`src/rtl/mips_pkg.sv`:
```
// mips_pkg: constants and types shared by the MIPS pipeline stages.
//   - Opcode and funct encodings, which the decode and memory stages also use.
//   - Execute-stage FSM state enum.
//   - Result bundle that the execute stage hands to the memory stage.
package mips_pkg;

  localparam int DATA_W = 32;

  // Primary opcodes (instruction bits [31:26]).
  localparam logic [5:0] OP_RTYPE = 6'h00;
  localparam logic [5:0] OP_BEQ   = 6'h04;
  localparam logic [5:0] OP_ADDI  = 6'h08;
  localparam logic [5:0] OP_LW    = 6'h23;
  localparam logic [5:0] OP_SW    = 6'h2B;

  // R-type funct codes (instruction bits [5:0]).
  localparam logic [5:0] FN_MULT  = 6'h18;
  localparam logic [5:0] FN_ADD   = 6'h20;
  localparam logic [5:0] FN_SUB   = 6'h22;
  localparam logic [5:0] FN_AND   = 6'h24;
  localparam logic [5:0] FN_OR    = 6'h25;
  localparam logic [5:0] FN_SLT   = 6'h2A;

  typedef enum logic [1:0] {
    IDLE = 2'd0,
    MUL  = 2'd1,
    DONE = 2'd2
  } ex_state_e;

  typedef struct packed {
    logic [DATA_W-1:0] alu_result;
    logic [DATA_W-1:0] store_data;
    logic [4:0]        dest_reg;
    logic              reg_write;
    logic              mem_read;
    logic              mem_write;
    logic              zero;
  } ex_result_t;

endpackage

```
`src/rtl/booth_multiplier.sv`:
```
// booth_multiplier: radix-2 Booth signed multiplier, one step per clock.
//   clk, rst_n       : clock, async active-low reset
//   start_i          : load operands and begin (ignored when abort_i is high)
//   abort_i          : drop the in-flight multiply
//   multiplicand_i   : M operand (rs)
//   multiplier_i     : Q operand (rt)
//   done_o           : high during the cycle that executes the final step
//   product_o        : {A[W-1:0], Q}; valid from the cycle after done_o and
//                      held until the next start_i
module booth_multiplier #(
  parameter int WIDTH = 32,
  parameter int STEPS = 32
) (
  input  logic               clk,
  input  logic               rst_n,
  input  logic               start_i,
  input  logic               abort_i,
  input  logic [WIDTH-1:0]   multiplicand_i,
  input  logic [WIDTH-1:0]   multiplier_i,
  output logic               done_o,
  output logic [2*WIDTH-1:0] product_o
);

  localparam int CNT_W = $clog2(STEPS);
  localparam logic [CNT_W-1:0] LAST_STEP = CNT_W'(STEPS - 1);

  // A and M carry one extra sign bit so that M = -2^(W-1) negates exactly.
  logic [WIDTH:0]     a_q;
  logic [WIDTH:0]     m_q;
  logic [WIDTH-1:0]   q_q;
  logic               qm1_q;
  logic [CNT_W-1:0]   step_q;
  logic               busy_q;
  logic [WIDTH:0]     sum;

  // NOTE: every variable assigned in always_comb gets a default first, so no
  // path leaves it unassigned and no latch is inferred.
  always_comb begin
    sum = a_q;
    case ({q_q[0], qm1_q})
      2'b01:   sum = a_q + m_q;
      2'b10:   sum = a_q - m_q;
      default: sum = a_q;
    endcase
  end

  // NOTE: state registers use non-blocking assignments so every register
  // samples pre-edge values, independent of statement order.
  always_ff @(posedge clk or negedge rst_n) begin
    if (!rst_n) begin
      a_q    <= '0;
      m_q    <= '0;
      q_q    <= '0;
      qm1_q  <= 1'b0;
      step_q <= '0;
      busy_q <= 1'b0;
    end else if (abort_i) begin
      step_q <= '0;
      busy_q <= 1'b0;
    end else if (start_i) begin
      a_q    <= '0;
      m_q    <= {multiplicand_i[WIDTH-1], multiplicand_i};
      q_q    <= multiplier_i;
      qm1_q  <= 1'b0;
      step_q <= '0;
      busy_q <= 1'b1;
    end else if (busy_q) begin
      // Add/subtract, then arithmetic shift of {A, Q, q-1} right by one.
      a_q    <= {sum[WIDTH], sum[WIDTH:1]};
      q_q    <= {sum[0], q_q[WIDTH-1:1]};
      qm1_q  <= q_q[0];
      step_q <= step_q + 1'b1;
      if (step_q == LAST_STEP) busy_q <= 1'b0;
    end
  end

  assign done_o    = busy_q && (step_q == LAST_STEP);
  assign product_o = {a_q[WIDTH-1:0], q_q};

endmodule

```
`src/rtl/execute_stage.sv`:
```
// execute_stage: EX stage of the 5-stage MIPS pipeline.
//   clk, rst_n          : clock, async active-low reset
//   in_valid / in_ready : upstream handshake; in_ready is high only in IDLE
//   flush               : abort the in-flight instruction / block accept
//   opcode, read_data_1, read_data_2, sign_ext_imm, rt, rd : decoded operands
//   out_valid           : one-cycle strobe for the result bundle
//   alu_result, hi, store_data, dest_reg, reg_write, mem_read, mem_write,
//   zero                : result bundle; held while out_valid is low
// Single-cycle ops produce their result the cycle after accept. mult runs
// 32 Booth steps with in_ready low, then shows the product in DONE.
module execute_stage
  import mips_pkg::*;
#(
  parameter int WIDTH     = 32,
  parameter int MUL_STEPS = 32
) (
  input  logic             clk,
  input  logic             rst_n,
  input  logic             in_valid,
  output logic             in_ready,
  input  logic             flush,
  input  logic [5:0]       opcode,
  input  logic [WIDTH-1:0] read_data_1,
  input  logic [WIDTH-1:0] read_data_2,
  input  logic [WIDTH-1:0] sign_ext_imm,
  input  logic [4:0]       rt,
  input  logic [4:0]       rd,
  output logic             out_valid,
  output logic [WIDTH-1:0] alu_result,
  output logic [WIDTH-1:0] hi,
  output logic [WIDTH-1:0] store_data,
  output logic [4:0]       dest_reg,
  output logic             reg_write,
  output logic             mem_read,
  output logic             mem_write,
  output logic             zero
);

  ex_state_e        state_q, state_d;
  ex_result_t       alu_d, res_q, mul_res, out_bundle;
  logic [WIDTH-1:0] hi_q;
  logic             out_valid_q;
  logic [4:0]       mul_rd_q;
  logic [WIDTH-1:0] mul_sd_q;

  logic [5:0]         funct;
  logic               is_mult;
  logic               known;
  logic               accept;
  logic               show_mul;
  logic               mul_done;
  logic [2*WIDTH-1:0] product;

  assign in_ready = (state_q == IDLE);
  assign accept   = in_valid && in_ready && !flush;

  // Single-cycle ALU and control decode.
  always_comb begin
    funct   = sign_ext_imm[5:0];
    is_mult = (opcode == OP_RTYPE) && (funct == FN_MULT);
    known   = 1'b1;
    alu_d   = '0;
    alu_d.store_data = read_data_2;
    case (opcode)
      OP_RTYPE: begin
        alu_d.dest_reg  = rd;
        alu_d.reg_write = 1'b1;
        case (funct)
          FN_ADD:  alu_d.alu_result = read_data_1 + read_data_2;
          FN_SUB:  alu_d.alu_result = read_data_1 - read_data_2;
          FN_AND:  alu_d.alu_result = read_data_1 & read_data_2;
          FN_OR:   alu_d.alu_result = read_data_1 | read_data_2;
          FN_SLT:  alu_d.alu_result = {{(WIDTH-1){1'b0}},
                                       $signed(read_data_1) < $signed(read_data_2)};
          // mult takes the Booth path; this bundle is not used for it.
          default: known = 1'b0;
        endcase
      end
      OP_ADDI: begin
        alu_d.alu_result = read_data_1 + sign_ext_imm;
        alu_d.dest_reg   = rt;
        alu_d.reg_write  = 1'b1;
      end
      OP_LW: begin
        alu_d.alu_result = read_data_1 + sign_ext_imm;
        alu_d.dest_reg   = rt;
        alu_d.reg_write  = 1'b1;
        alu_d.mem_read   = 1'b1;
      end
      OP_SW: begin
        alu_d.alu_result = read_data_1 + sign_ext_imm;
        alu_d.dest_reg   = rt;
        alu_d.mem_write  = 1'b1;
      end
      OP_BEQ: begin
        alu_d.alu_result = read_data_1 - read_data_2;
        alu_d.dest_reg   = rt;
      end
      default: known = 1'b0;
    endcase
    if (known) begin
      alu_d.zero = (alu_d.alu_result == '0);
    end else begin
      // Unrecognised encoding retires as a NOP: no control flags asserted.
      alu_d = '0;
      alu_d.store_data = read_data_2;
    end
  end

  booth_multiplier #(
    .WIDTH (WIDTH),
    .STEPS (MUL_STEPS)
  ) u_booth (
    .clk            (clk),
    .rst_n          (rst_n),
    .start_i        (accept && is_mult),
    .abort_i        (flush && (state_q == MUL)),
    .multiplicand_i (read_data_1),
    .multiplier_i   (read_data_2),
    .done_o         (mul_done),
    .product_o      (product)
  );

  always_comb begin
    state_d = state_q;
    case (state_q)
      IDLE:    if (accept && is_mult) state_d = MUL;
      MUL: begin
        if (flush)         state_d = IDLE;
        else if (mul_done) state_d = DONE;
      end
      DONE:    state_d = IDLE;
      default: state_d = IDLE;
    endcase
  end

  always_comb begin
    mul_res            = '0;
    mul_res.alu_result = product[WIDTH-1:0];
    mul_res.store_data = mul_sd_q;
    mul_res.dest_reg   = mul_rd_q;
    mul_res.reg_write  = 1'b1;
  end

  // The product is presented straight from the Booth registers during DONE so
  // that a same-cycle flush can still cancel it; it is committed into the
  // output registers (and HI) only when DONE completes without a flush.
  assign show_mul   = (state_q == DONE) && !flush;
  assign out_bundle = show_mul ? mul_res : res_q;

  always_ff @(posedge clk or negedge rst_n) begin
    if (!rst_n) begin
      state_q     <= IDLE;
      res_q       <= '0;
      hi_q        <= '0;
      out_valid_q <= 1'b0;
      mul_rd_q    <= '0;
      mul_sd_q    <= '0;
    end else begin
      state_q     <= state_d;
      out_valid_q <= accept && !is_mult;
      if (accept && !is_mult) res_q <= alu_d;
      if (accept && is_mult) begin
        mul_rd_q <= rd;
        mul_sd_q <= read_data_2;
      end
      if (show_mul) begin
        res_q <= mul_res;
        hi_q  <= product[2*WIDTH-1:WIDTH];
      end
    end
  end

  assign out_valid  = out_valid_q || show_mul;
  assign hi         = show_mul ? product[2*WIDTH-1:WIDTH] : hi_q;
  assign alu_result = out_bundle.alu_result;
  assign store_data = out_bundle.store_data;
  assign dest_reg   = out_bundle.dest_reg;
  assign reg_write  = out_bundle.reg_write;
  assign mem_read   = out_bundle.mem_read;
  assign mem_write  = out_bundle.mem_write;
  assign zero       = out_bundle.zero;

endmodule

```
`config.mk`:
```
export PLATFORM = sky130hd
export DESIGN_NAME = execute_stage
export DESIGN_NICKNAME = d
export VERILOG_FILES = /design/src/rtl/mips_pkg.sv /design/src/rtl/booth_multiplier.sv /design/src/rtl/execute_stage.sv
export SDC_FILE = /design/constraint.sdc
export NUM_CORES = 1
export LEC_CHECK = 0
export ABC_AREA = 1
export CAP_MARGIN = 20
export CORE_UTILIZATION = 28
export DETAILED_ROUTE_END_ITERATION = 7
export PLACE_DENSITY = 0.54
export RECOVER_POWER = 100
export REMOVE_ABC_BUFFERS = 1
export SYNTH_ARGS = -nofsm -noshare
export SYNTH_HDL_FRONTEND = slang
export SYNTH_SLANG_ARGS = --single-unit
```
`constraint.sdc`:
```
create_clock -name clk -period 6.12 [get_ports clk]
set_input_delay 1.224 -clock clk [delete_from_list [all_inputs] [get_ports clk]]
set_output_delay 1.224 -clock clk [all_outputs]
set_load 0.01 [all_outputs]
```
# After elaboration in Yosys (flattened, before gate mapping)
# Index checks and enable logic that the tools add are counted.
# totals
ff_bits	249
latch_bits	0
mem_bits_rw	0
romBits	0
inputBits	116
output_inout_bits	107
word_cells	101
memories	0
# op_classes
n_addsub	6
n_mul	0
div	0
n_lt_le_gt_ge	1
eq_ne	17
n_shift	0
n_mux	32
bitwise_logic	3
reduce_logical	24
# op_table
cell	n
$mux W73	3
$pmux W32 S5	1
$mux W32	3
$pmux W32 S3	1
$mux W72	1
$mux W33	2
$pmux W33 S2	1
$add A32 B32 Y32	2
$eq A6 B6 Y1 const B	7
$add A33 B33 Y33	1
$sub A33 B33 Y33	1
$and A32 B32 Y32	1
$logic_not A32 Y1	1
$lt A32 B32 Y1	1
$or A32 B32 Y32	1
$sub A32 B32 Y32	1
$mux W5	3
$mux W1	11
$pmux W5 S2	1
$logic_and A1 B1 Y1	8
$eq A6 B3 Y1 const B	1
$eq A6 B4 Y1 const B	1
$eq A6 B5 Y1 const B	1
$logic_not A6 Y1	1
other kinds (19)	28

# Depth between registers and ports, before layout
# Gate-level depths: netlist (run 1).
# depth
ltp_word	7
ltp_mapped	27
mapped_depth_nobuf	27

# By module
# From an unflattened synthesis (run 1), not the netlist that was laid out.
# unflattened
cells_unflattened	3670
hier_area_um2	22977.0
# modules_own_cells
mod	n_inst	cells_per_inst	area_per_inst_um2	seq_area_each_um2
execute_stage	1	2533	15307.2	3628.5
booth_multiplier	1	1137	7669.9	2577.5

# Worst setup path after synthesis (run 1)
# OpenSTA, ideal clock, no wires.
# synth_timing
path_kind	input to output
startpoint	in flush
endpoint	out hi[0]
arrival_time_ns	2.355
required_ns	4.896
setup_slack_ns	2.541
stages	5
n_path_buf	2
cell_sequence	nor3_1 inv_2 clkbuf_1 clkbuf_1 o21ai_0
# synth_between
elab_chain_cells	3
# synth_lines
element	line	rtl
from (decl)	execute_stage.sv:21	input logic flush,
$logic_not A1 Y1	execute_stage.sv:148	assign show_mul = (state_q == DONE) && !flush;
$logic_and A1 B1 Y1	execute_stage.sv:148	
$mux W32	n/a	
to (decl)	execute_stage.sv:30	output logic [WIDTH-1:0] hi,
# Every way passes these cells.

# Worst setup path in the final report (run 1)
# layout_timing
startpoint	in flush
endpoint	out alu_result[11]
# layout_between
elab_chain_cells	3
# layout_lines
element	line	rtl
$logic_not A1 Y1	execute_stage.sv:148	
$logic_and A1 B1 Y1	execute_stage.sv:148	
$mux W73	execute_stage.sv:149	assign out_bundle = show_mul ? mul_res : res_q;
to (decl)	execute_stage.sv:29	output logic [WIDTH-1:0] alu_result,
# Every way passes these cells.

==> key figures, run 1 <==
Worst hold path
  – WHS Endpoint: mul_rd_q[4]
  – Hold Crit Start: mul_rd_q[4]
  – Number of cells on the worst hold path: 2
  – Type of the worst min-delay path: reg2reg

Synthesis
  – Top cell type's share of synthesized area: 28.5%
  – Post-synthesis share of cell area spent on and, or, nand and nor gates: 31.4%
  – Mean area per synthesized cell: 6.42 sq um
  – Cell types with the highest counts after synthesis: 1009 x nand2_1, 506 x inv_1, 288 x o21ai_0
  – Synthesized netlist cell count: 3395
  – Proportion of synthesized area in mux cells: 0%
  – Sequential element share of the synthesized area: 28.5%
  – Main combinational cell family by area after synthesis: simple AND/OR/NAND/NOR gates
  – XOR/XNOR Fraction of Synth Area: 1.77%
  – Predominant post-synthesis flop cell: dfrtp_1
  – Leading area contributor after synthesis: dfrtp_1
  – Compound-Gate Fraction of Synth Area: 17.0%
  – Count of unique library cells instantiated by Yosys: 47
  – Number of enable flip-flop cells after synthesis: 0
  – Dominant cell by count in the synthesized netlist: nand2_1
  – Flops & latches, synth: 248
  – Cell Area, Synth: 21800 sq um
  – Synth Warn #: 0
  – Most area-consuming cells after synthesis: dfrtp_1 28%, nand2_1 17%, ha_1 9.9%
  – Adder-Cell Fraction of Synth Area: 10.2%
  – Synth async-reset ratio: 100%

Floorplan
  – Top-level port count: 223
  – Vertical extent of the die: 281 um
  – Area inside the core boundary: 76500 sq um
  – Die footprint: 79000 sq um
  – X dimension of the die: 281 um
  – Effective utilization at floorplan: 28.5%
  – Count of standard-cell rows: 101

Drt
  – DRC violations left: 0
  – Post-DR vias/cell: 5.03
  – Per-cell routed wire length: 20.2 um
  – Number of iterations in the first detailed-routing pass: 7
  – Count of nets left with antenna violations after detail routing: 0
  – Wire length reported by the detailed router: 93200 um
  – Number of vias in the routed layout: 23200
  – 1st-iter DRT viols: 2070

Job
  – Number of max-cap violations: 6

CTS
  – Clock transition at the registers of the reported paths: 60 ps
  – Resized cells post-CTS: 0
  – H-tree lvl count: 1
  – CTS max path bufs: 3
  – Number of CTS-inserted buffers: 31
  – Hold bufs inserted after CTS: 0
  – CTS tree: built
  – Buffer type at the clock tree root: clkbuf_16
  – Clock insertion delay at the later pin of the skew report: 580 ps
  – Number of setup buffers added after CTS: 0
  – TritonCTS sink count: 248

Place
  – Worst setup timing slack at the placement stage: 962 ps
  – HPWL after detailed placement: 74800 um
  – Cell total after placement: 4560
  – Number of buffers inserted by port buffering: 222
  – Gp weighted congestion: 1.01

Critical path
  – Required time at the worst-slack endpoint: 4900 ps
  – CP Max Fanout: 84
  – Worst path most repeated cell: dlygate4sd3_1
  – Maximum cell stage delay along the critical path: 700 ps
  – Slowest library cell on the worst path: dlygate4sd3_1
  – Element type at the critical path start: input port
  – Number of cells on the worst reg-to-reg path: 22
  – Reg-to-reg endpoint: u_booth.a_q[24]
  – Worst path cell trace: dlygate4sd3_1 > nor3_1 > inv_4 > buf_12 > o21ai_0 > dlygate4sd3_1
  – Worst reg-to-reg setup slack: 1570 ps
  – Beginning of the worst register-to-register path: u_booth.m_q[2]
  – Data arrival time of the critical path: 4210 ps
  – Kind of critical path: in2out
  – Crit end category: output pin

Finish
  – Fill cell instance count of the final layout: 8368
  – P&R area growth vs syn: 19.3%
  – Register cell area after layout: 6210 sq um
  – Final core occ: 34.0%
  – Fraction of layout cells with a size suffix above 1: 2.76%
  – Area of the multi-input gates: 13100 sq um
  – Number of nets in the finished design: 3856
  – Non-filler cells, final: 4617

STA
  – Final worst-path cycle share: 88.9%
  – Relative slew slack: -89.4%
  – Setup WS post-layout: 682 ps
  – Number of setup violations in the final report: 0
  – Worst setup skew after layout: 25.8 ps
  – Unrepaired setup endpoints after global routing: no
  – Worst-margin pin slew: 2840 ps
  – Crit path time final: 5440 ps
  – Final-layout worst hold slack: 469 ps
  – Max frequency: 184 MHz
  – Final Max Tran Viols: 280
  – Final Hold Violating Endpoints: 0

Pwr
  – Leak: 13.3 nW
  – PwrDens: 273 nW/um^2
  – Worst-case vdd ir drop: 161 uV

Run status
  – Run status: finished with violations
  – Violated checks: capacitance limit, slew limit

Global route
  – GRT Util Overall: 23.2%
  – Via count of the first global-routing pass: 22300
  – Leftover overflow at the end of global routing: 0
  – Largest net degree at the start of global routing: 106
  – Antenna violations before repair: 3
  – First-pass GRT wire length: 139000 um
## logic make-up (layout without fill, tap and decap cells)
group	count (synthesis)	after routing
buf+inv	631	822
compound gates	645	645
xor+xnor	44	44
simple gates	1651	1651
fa+ha+maj	176	176
other cells	0	1
flops	248	248
## power by group
group / total [mW] / internal [mW] / switching (mW)
clock network: 1.78 / 1.01 / 0.768
logic: 3.27 / 1.11 / 2.16
registers: 2.05 / 1.90 / 0.146
## sequential cells by signal, summed over array words and instances (netlist names), 2 cells and up
register,count
u_booth.step_q,5
res_q,73
mul_sd_q,32
mul_rd_q,5
u_booth.q_q,32
u_booth.a_q,32
u_booth.m_q,32
hi_q,32
state_q,2
## cells in the final DEF (no fill, tap or decap), types with 4 or more instances in the layout
| cell type | instances |
|---|---|
| a21o_1 | 6 |
| dlygate4sd3_1 | 110 |
| or2_2 | 13 |
| clkbuf_1 | 11 |
| inv_1 | 508 |
| o22ai_1 | 34 |
| nand4_1 | 27 |
| xor2_1 | 28 |
| clkinvlp_4 | 4 |
| inv_2 | 4 |
| o21ai_1 | 5 |
| nor3_1 | 39 |
| clkinv_2 | 6 |
| and2_1 | 4 |
| ha_1 | 172 |
| o21ai_0 | 295 |
| clkdlybuf4s50_1 | 111 |
| o221ai_1 | 51 |
| a31oi_1 | 5 |
| o21bai_1 | 10 |
| fa_1 | 4 |
| a21oi_1 | 182 |
| nor4_1 | 10 |
| a22o_1 | 18 |
| clkbuf_8 | 7 |
| xnor2_1 | 16 |
| o21a_1 | 13 |
| clkbuf_16 | 31 |
| nand2_1 | 1010 |
| o211ai_1 | 9 |
| nand3_1 | 260 |
| a22oi_1 | 6 |
| buf_4 | 20 |
| dfrtp_1 | 248 |
| nor2_1 | 254 |
| nand3b_1 | 26 |
## worst max-delay path, delay by kind of cell
family	cells	cell delay [ps]
AOI/OAI and AO/OA	1	600
buffers and inverters	4	1930
and+or+nand+nor	1	380
## metal layers
layer | vias to the layer above | wire length (um) | share of wire, % | global-route usage (%)
met4 | 4 | 3070 | 3.3 | 6.88
met1 | 10900 | 41300 | 44 | 31.3
li1 | 11400 | - | - | -
met5 | - | 24 | 0.026 | 0
met3 | 133 | 5960 | 6.4 | 2.59
met2 | 791 | 42800 | 46 | 38.6
## final cells by class
class                           instances  share of cell area, %
Multi-Input combinational cell       2516                   50.5
Clock inverter                         13                  0.332
Clock buffer                           42                   3.41
Tap cell                             1030                   4.96
Timing Repair Buffer                  254                   9.47
Inverter                              513                   7.41
Sequential cell                       248                   23.9
Antenna cell                            1                0.00962
## worst max-delay path by stage
| stage | cells after the start | slack, ps | endpoint | startpoint |
|---|---|---|---|---|
| floorplan | 3 | -1430 | alu_result[0] | flush |
| global placement | 17 | 920 | res_q[0] | read_data_1[20] |
| detailed placement | 6 | 960 | alu_result[11] | flush |
| CTS | 6 | 960 | alu_result[11] | flush |
| global route | 6 | 520 | alu_result[11] | flush |
| finish | 6 | 680 | alu_result[11] | flush |
## stage by stage
step | cell area [sq um] | TNS, ps | total power, mW
final | 26000 | 0 | 7.10
after global routing | 26000 | 0 | 7.65
after CTS | 26100 | 0 | 7.20
after detailed placement | 25100 | 0 | 5.37
after global placement | 25100 | 0 | 5.36
after floorplan | 21300 | -146650 | 4.23
(Power assumes the default switching activity.)
==> inputs of run 2 (changes only) <==
- SETUP_SLACK_MARGIN: default -> 0.1
==> results of run 2 <==
The final DEF is identical to that of run 1; final timing and power are the same.
==> inputs of run 3 (changes only) <==
- CORE_ASPECT_RATIO: default -> 0.7
- GPL_TIMING_DRIVEN: default -> 0
==> run 3 against run 2 <==
Net effect:
- the run still ends with capacitance limit, slew limit left
- register-to-register slack worse by 70 ps
- non-clock buffer count down 11
- worst setup slack worse by 290 ps
- final cell count about the same
- critical path depth up 13
- clock power up 5%
==> key figures, run 3 (synthesis gave the netlist of run 1 again) <==
Place
  – Cell total after placement: 4562
  – HPWL after detailed placement: 71900 um
  – Post-Place Cell Area: 25300 sq um
  – Gp weighted congestion: 0.998
  – Number of buffers inserted by port buffering: 222

Floorplan
  – Area inside the core boundary: 77000 sq um
  – Count of standard-cell rows: 85
  – Top-level port count: 223
  – Die footprint: 79000 sq um
  – Vertical extent of the die: 235 um
  – Effective utilization at floorplan: 28.3%
  – X dimension of the die: 336 um

Finish
  – Finished Cell Area: 26200 sq um
  – Biggest register: res_q
  – Fraction of layout cells with a size suffix above 1: 2.52%
  – P&R area growth vs syn: 20.0%
  – Non-filler cells, final: 4615
  – Top library cells by usage in the layout, fill and taps aside: 1009 x nand2_1, 506 x inv_1, 295 x o21ai_0
  – Most common cell after layout, fill and taps aside: nand2_1
  – Largest register FFs: 73
  – Number of nets in the finished design: 3842

Critical path
  – Setup crit end: res_q[0]
  – Instance count on the critical path: 19
  – Maximum cell stage delay along the critical path: 740 ps
  – Data arrival time of the critical path: 6270 ps
  – Required time at the worst-slack endpoint: 6660 ps
  – Worst setup startpoint: sign_ext_imm[1]
  – Number of cells on the worst reg-to-reg path: 13
  – Worst path most repeated cell: nand2_1
  – Reg-to-reg endpoint: u_booth.a_q[11]
  – Slowest library cell on the worst path: nand2_1
  – CP Max Fanout: 25
  – Crit end category: flop
  – Worst path cell trace: dlygate4sd3_1 > inv_1 > nand2_1 > nor2_1 > nand2_1 > buf_16 > nand3_1 > nand2_1 > nand2_1 > nand2_1 > nor2_1 > nand3_1 > nor2_1 > nand3_1 > nor2_1 > nand2_1 > nor2_1 > nand3_1 > nand2_1
  – Worst reg-to-reg setup slack: 1500 ps
  – CP top delay family: simple AND/OR/NAND/NOR gates
  – WP buf/inv: 3
  – Beginning of the worst register-to-register path: state_q[0]
  – Kind of critical path: in2reg
  – Element type at the critical path start: input port

Pwr
  – Switching share of power: 42.2%
  – Net Sw Power: 3.04 mW
  – Register share of total power: 28.6%
  – Leak: 13.3 nW
  – Final Total Pwr: 7.19 mW
  – Worst-case vdd ir drop: 199 uV
  – Internal power: 4.15 mW
  – Part of the power in combinational logic: 45.4%
  – Clock share of power: 26.0%
  – PwrDens: 275 nW/um^2

CTS
  – CTS max path bufs: 3
  – TritonCTS sink count: 248
  – Number of CTS-inserted buffers: 28
  – Hold bufs inserted after CTS: 0
  – Resized cells post-CTS: 0
  – Buffer type at the clock tree root: clkbuf_16
  – Number of setup buffers added after CTS: 0
  – Clock transition at the registers of the reported paths: 60 ps
  – H-tree lvl count: 1
  – Clock insertion delay at the later pin of the skew report: 600 ps
  – CTS tree: built

Drt
  – Number of iterations in the first detailed-routing pass: 5
  – 1st-iter DRT viols: 2017
  – Per-cell routed wire length: 19.0 um
  – Post-DR vias/cell: 4.94
  – Number of vias in the routed layout: 22800
  – Wire length reported by the detailed router: 87600 um
  – Count of nets left with antenna violations after detail routing: 0
  – DRC violations left: 0

Global route
  – Antenna violations before repair: 2
  – Via count of the first global-routing pass: 21300
  – First-pass GRT wire length: 132000 um
  – GRT Util Overall: 21.9%
  – Leftover overflow at the end of global routing: 0
  – Largest net degree at the start of global routing: 110

Worst hold path
  – Hold Crit Start: mul_sd_q[5]
  – Number of cells on the worst hold path: 2
  – Type of the worst min-delay path: reg2reg

Run status
  – Violated checks: capacitance limit, slew limit
  – Run status: finished with violations

STA
  – Final Max Tran Viols: 253
  – Number of setup violations in the final report: 0
  – Worst setup skew after layout: 12.5 ps
  – Final-layout worst hold slack: 471 ps
  – Final worst-path cycle share: 93.6%
  – Crit path time final: 5730 ps
  – Final Hold Violating Endpoints: 0
  – Max frequency: 175 MHz
  – Relative slew slack: -88.2%
  – Worst-margin pin slew: 2820 ps
  – Setup TNS after final layout: 0 ps
  – Unrepaired setup endpoints after global routing: no

Job
  – Number of max-cap violations: 3
run 3: power by group through the flow:
stage	Sequential (mW)	Combinational (mW)	Clock [mW]
2_1_floorplan	2.03	2.20	0
3_3_place_gp	2.08	3.20	0
3_5_place_dp	2.08	3.27	0
4_1_cts	2.05	3.28	1.92
5_1_grt	2.09	3.68	1.98
6_report	2.06	3.27	1.87
run 3: how the worst min path moves through the flow:
stage,endpoint,slack (ps)
CTS,hi_q[5],460
global route,mul_sd_q[25],480
detailed placement,mul_rd_q[0],460
finish,mul_sd_q[5],470
global placement,mul_rd_q[4],460
floorplan,mul_rd_q[0],440
run 3: tightest hold or removal path: stages, from the launching register on:
cell and delay [ps]:
dfrtp_1 340, nand2_1 50, nand2_1 50
run 3: final cells by class:
class | count | area, sq um
Timing Repair Buffer | 243 | 2540
Clock buffer | 39 | 792
Inverter | 513 | 1930
Multi-Input combinational cell | 2516 | 13200
Antenna cell | 1 | 2.50
Tap cell | 1044 | 1310
Sequential cell | 248 | 6210
Clock inverter | 11 | 216
Fill cell | 8623 | 50800
run 3: metrics by stage:
stage	utilization, %	worst slack [ps]
global placement	32.2	-8190
CTS	34.1	339
floorplan	-	-1430
detailed placement	32.8	-304
finish	34.0	392
global route	34.0	233
run 3: metal layers:
| metal | track usage, % | vias up | wire [um] |
|---|---|---|---|
| li1 | - | 11300 | - |
| met1 | 33.7 | 10600 | 43400 |
| met2 | 30.0 | 779 | 34100 |
| met3 | 5.26 | 89 | 7960 |
| met4 | 5.33 | 2 | 2130 |
| met5 | 0 | - | 11 |
